[src/rtl/cpu_rng_pacer.sv]
// Paced 10-bit Fibonacci LFSR (x^10 + x^7 + 1) feeding the computer-player press comparator.
// Steps once every DIV enabled clocks, with seed load, zero-seed substitution and a game-over halt.
module cpu_rng_pacer #(
    parameter int unsigned DIV  = 8,
    parameter logic [9:0]  SEED = 10'h001
) (
    input  logic       clk,
    input  logic       reset,
    input  logic       en,
    input  logic       freeze,
    input  logic       load,
    input  logic [9:0] seed,
    output logic [9:0] comp,
    output logic       valid,
    output logic       seed_fix,
    output logic       wrap
);

    typedef enum logic [1:0] {IDLE, RUN, HALT} state_t;

    localparam logic [9:0] LAST = 10'(DIV - 1);

    state_t     state_reg;
    logic [9:0] cnt_reg;
    logic [9:0] origin_reg;
    logic [9:0] lfsr_next;
    logic [9:0] seed_eff;

    assign lfsr_next = {comp[8:0], comp[9] ^ comp[6]};
    // An all-zero seed would lock the LFSR, so it is replaced by 1.
    assign seed_eff  = (seed == 10'h000) ? 10'h001 : seed;

    always_ff @(posedge clk or posedge reset) begin
        if (reset) begin
            state_reg  <= IDLE;
            cnt_reg    <= 10'h000;
            origin_reg <= SEED;
            comp       <= SEED;
            valid      <= 1'b0;
            seed_fix   <= 1'b0;
            wrap       <= 1'b0;
        end else begin
            valid <= 1'b0;
            wrap  <= 1'b0;
            if (load) begin
                comp       <= seed_eff;
                origin_reg <= seed_eff;
                cnt_reg    <= 10'h000;
                valid      <= 1'b1;
                seed_fix   <= (seed == 10'h000);
                state_reg  <= IDLE;
            end else begin
                case (state_reg)
                    IDLE: begin
                        if (freeze) begin
                            state_reg <= HALT;
                        end else if (en) begin
                            state_reg <= RUN;
                            // Counter is held in IDLE; the RUN entry edge already counts.
                            if (cnt_reg != LAST)
                                cnt_reg <= cnt_reg + 10'd1;
                        end
                    end
                    RUN: begin
                        if (freeze) begin
                            state_reg <= HALT;
                        end else if (!en) begin
                            state_reg <= IDLE;
                        end else if (cnt_reg == LAST) begin
                            comp    <= lfsr_next;
                            cnt_reg <= 10'h000;
                            valid   <= 1'b1;
                            wrap    <= (lfsr_next == origin_reg);
                        end else begin
                            cnt_reg <= cnt_reg + 10'd1;
                        end
                    end
                    HALT: begin
                        state_reg <= HALT;
                    end
                    default: begin
                        state_reg <= IDLE;
                    end
                endcase
            end
        end
    end

endmodule

[config.mk]
export PLATFORM = sky130hd
export DESIGN_NAME = cpu_rng_pacer
export DESIGN_NICKNAME = d
export VERILOG_FILES = /design/src/rtl/cpu_rng_pacer.sv
export SDC_FILE = /design/constraint.sdc
export NUM_CORES = 1
export LEC_CHECK = 0
export CAP_MARGIN = 20
export CORE_ASPECT_RATIO = 1.4
export CORE_MARGIN = 2
export CORE_UTILIZATION = 53
export CTS_CLUSTER_DIAMETER = 120
export DETAILED_ROUTE_END_ITERATION = 8
export PLACE_DENSITY = 0.88
export SLEW_MARGIN = 5
export SYNTH_ARGS = -nofsm -noshare
export SYNTH_HDL_FRONTEND = slang
export SYNTH_SLANG_ARGS = --single-unit
[constraint.sdc]
create_clock -name clk -period 2.5 [get_ports clk]
set_clock_uncertainty 0.05 [all_clocks]
set_input_delay 0.625 -clock clk [delete_from_list [all_inputs] [get_ports clk]]
set_output_delay 0.625 -clock clk [all_outputs]
set_load 0.05 [all_outputs]
---- After elaboration in Yosys (flattened, before gate mapping) ----
Index checks and enable logic that the tools add are counted.
cells by class
  add/sub/neg operators ................... 1
  equality and inequality tests ........... 13
  muxes and demuxes ....................... 30
  bitwise logic cells ..................... 1
  reduce and logical (&&, ||, !) cells .... 9
operator list
  kind                   count
  $mux 10                13
  $pmux 10 s2            1
  $ne 3x3->1 const B     5
  $add 10x1->10 const B  1
  $eq 10x10->1           1
  $eq 10x3->1 const B    1
  $logic_not 10->1       1
  $mux 1                 10
  $mux 2                 5
  $ne 10x3->1 const B    1
  $ne 4x4->1 const B     2
  $pmux 2 s3             1
  $reduce_and 6->1       1
  $reduce_bool 2->1      3
  $reduce_and 4->1       1
  $reduce_bool 3->1      1
  $eq 2x1->1 const B     1
  $eq 2x2->1 const B     1
  $logic_not 2->1        1
  $ne 2x1->1 const B     1
  $reduce_and 2->1       1
  $xor 1x1->1            1
storage, ports and cells
  register bits ........................... 35
  bits of input ports ..................... 15
  output and inout port bits .............. 13
  word-level logic and storage cells ...... 61

---- Depth between registers and ports, before layout ----
  depth after elaboration ................. 7
  mapped depth ............................ 6
  depth with buffers taken out ............ 5

---- Least setup slack after synthesis ----
Ideal clock, no wire load.
  path type ............................... input port to flip-flop
  from .................................... in freeze
  to ...................................... reg comp[3]
  library setup time ...................... 0.125 ns
  arrival time ............................ 1.782 ns
  data required time ...................... 2.325 ns
  slack ................................... 0.543 ns
  stages .................................. 6
  path buffers ............................ 2
  path through ............................ nor3b_1 nand2_1 o21bai_2 buf_6 buf_12 mux2_4
between the ends
  cells in the longest elaborated chain, start to end .. 2
RTL lines
  what                               RTL line  source
  start: declaration                 10        input logic freeze,
  $ne 2x1->1 (no source line)        --
  $reduce_and 4->1 (no source line)  --
  end signal: assignment             70        comp <= lfsr_next;
  end: declaration                   13        output logic [9:0] comp,
Every way passes these cells.
A chain may end at the register's enable or synchronous reset.

---- Final worst setup path ----
  from .................................... reg comp[0]
  to ...................................... out comp[0]
No word-level cell between the ends.

==> results.py <==
metrics = {
    "floorplanning": {
        "io_pins": 28,
        "die_h_um": 72.3,
        "rows": 24,
        "core_area_sq_um": 3150,
        "die_w_um": 52.8,
        "die-area_sq_um": 3810,
        "initial_core_util_pct": 56.0,
    },
    "detailed_routing": {
        "drt_iter0_markers": 28,
        "remaining_drc_errors": 0,
        "wl_per_cell_um": 14.9,
        "dr.pass1.iters": 4,
        "via_count": 1374,
        "ant_nets": 0,
        "viasPerCell": 5.54,
        "routed_wl_um": 3710,
    },
    "sta": {
        "max-slew-margin-rel_pct": 66.3,
        "period_minus_slack_ps": 2370,
        "rsz0062_at_grt": "false",
        "tightest_slew_ps": 503,
        "timing.fmax_mhz": 423,
        "maxSlewViolCount": 0,
        "period_share_pct": 94.6,
        "tns_ps": 0,
        "fin_hold_ws_ps": 458,
        "finalSetupViolCount": 0,
        "hold_violations": 0,
    },
    "clock_network": {
        "clock_sinks": 35,
        "clkTransAtPathRegs_ps": 60,
        "clock_latency_ps": 290,
        "post-cts-setup-buffers": 0,
        "cts-resized-gates": 0,
        "holdBufCountCts": 0,
        "ctsLongestPathBuffers": 2,
        "h-tree-depth": 2,
        "cts-buffers-inserted": 5,
        "cts_tree": "yes",
        "ctsRootBufferMaster": "clkbuf_8",
    },
    "place": {
        "place_congestion": 0.842,
        "hpwl_um": 2520,
        "port_buffers": 27,
    },
    "synthesis": {
        "avgSynthCellArea_sq_um": 10.0,
        "ys_ff_latch": 35,
        "synth_cell_types": 32,
        "syn_area_sq_um": 1760,
        "yosys_most_used_dff": "dfrtp_1",
        "ys_seq_area_share_pct": 49.8,
        "async_flop_share_pct": 100,
        "yosysWarnings": 0,
        "synth_nets": 192,
        "synthCells": 176,
        "synth_edf_count": 0,
    },
    "worst_setup_path": {
        "crit_path_end_kind": "primary output",
        "crit_type": "reg2out",
        "ff2ff_path_depth": 5,
        "critPathMaxStageDelay_ps": 820,
        "worst_r2r_endpoint": "comp[6]",
        "crit_chain": "clkdlybuf4s50_1",
        "cp.depth": 1,
        "crit_fanout": 4,
        "crit_family": "buffers and inverters",
        "cp-start-kind": "flop",
        "rrSetupSlack_ps": 520,
        "worstPathArrival_ps": 1690,
        "crit_slowest_cell": "clkdlybuf4s50_1",
        "required_ps": 1820,
        "critPathBufInv": 1,
        "rr_startpoint": "cnt_reg[6]",
    },
    "power_and_ir_drop": {
        "leakage_nw": 0.925,
        "power_mw": 1.42,
        "power.density_nw_per_um2": 658,
        "ir_drop_mv": 0.571,
    },
    "global_route": {
        "grt_max_degree": 36,
        "track_usage_pct": 22.5,
        "grt_pass1_wl_um": 6190,
        "gr-total-overflow": 0,
        "grt_pass1_vias": 1385,
        "antenna_found_initial": 0,
    },
    "worst_hold_path": {
        "hp-class": "reg2reg",
        "holdPathStages": 1,
        "min_to": "seed_fix",
        "worstHoldStart": "seed_fix",
    },
    "final_layout": {
        "nFillCells": 247,
        "drive_above_1_share_pct": 13.9,
        "regArea_sq_um": 878,
        "diodes": 0,
        "area_delta_synth_final_pct": 22.2,
        "multi_input_area_sq_um": 749,
        "final_nets": 224,
    },
    "job": {
        "max-cap-violations": 0,
    },
    "run_status": {
        "status": "finished, final reports clean",
    },
}
## synth_stat cells, types with 2 or more instances
master	number	area share (%)
a21oi_1	5	1.4
buf_6	2	1.3
clkbuf_1	4	0.85
dfrtp_1	33	47
dfstp_2	2	3.0
inv_1	21	4.5
mux2_2	10	6.4
nand2_1	14	3.0
nand3_1	4	1.1
nand4_1	4	1.4
nor2_1	12	2.6
nor3_1	3	0.85
nor4_1	8	2.8
o21ai_0	21	6.0
xnor2_1	10	5.0
xor2_1	7	3.5
## worst register-to-register path: cells and delay by family (launching register included)
family	cells	cell delay, ps
buffers and inverters	1	180
flip-flops	1	430
AND/OR/NAND/NOR	2	580
multiplexers	1	380
AO/OA/AOI/OAI	1	230
## area by class of cell
type                            count  share of cell area [%]
Sequential cell                    35                    40.7
Tap cell                           39                    2.26
Clock buffer                        8                    3.71
Timing Repair Buffer               32                    14.9
Inverter                           21                    3.66
Multi-Input combinational cell    113                    34.8
## kinds of logic after synthesis
family          after synthesis  synth area share [%]
simple gates                 54                  16.6
flops                        35                  49.8
compound gates               29                  8.94
buf+inv                      28                  7.73
xor+xnor                     17                  8.44
mux                          12                  7.80
fa+ha+maj                     1                 0.709
## placed cells by master, fill, tap and decap left out, types with 2 or more instances in the layout
cell / netlist / routed
mux2_2: 10 / 10
o21ai_0: 21 / 21
inv_1: 21 / 21
nor3_1: 3 / 3
clkbuf_8: 0 / 5
nor2_1: 12 / 12
buf_4: 0 / 4
nand4_1: 4 / 4
clkbuf_1: 4 / 3
nor4_1: 8 / 8
dfstp_2: 2 / 2
xor2_1: 7 / 7
a21oi_1: 5 / 5
nand2_1: 14 / 14
xnor2_1: 10 / 10
nand3_1: 4 / 4
dfrtp_1: 33 / 33
clkdlybuf4s50_1: 0 / 27
## routing by layer
layer	track usage, %	share of wire, %
met5	0	0
met4	10.5	2.2
met3	5.97	4.3
met2	37.4	53
met1	26.8	41
## stage by stage
step	instances	utilization (%)	worst slack, ps	instance area [sq um]
final	248	68.4	134	2160
after global routing	248	68.4	108	2160
after CTS	248	68.4	117	2160
after detailed placement	240	65.8	98.0	2080
after global placement	240	65.8	108	2080
after floorplan	176	-	543	1760
## report_power, final
group	switching [mW]	internal, mW	total, mW
logic	0.204	0.145	0.349
clock network	0.199	0.198	0.397
registers	0.0553	0.617	0.672
total	0.458	0.960	1.42
## worst max-delay path by stage
stage / slack [ps] / startpoint / endpoint
floorplan: 540 / freeze / comp[3]
global placement: 110 / en / cnt_reg[3]
detailed placement: 100 / en / cnt_reg[3]
CTS: 120 / comp[0] / comp[0]
global route: 110 / comp[0] / comp[0]
finish: 130 / comp[0] / comp[0]
(Power assumes the default switching activity.)
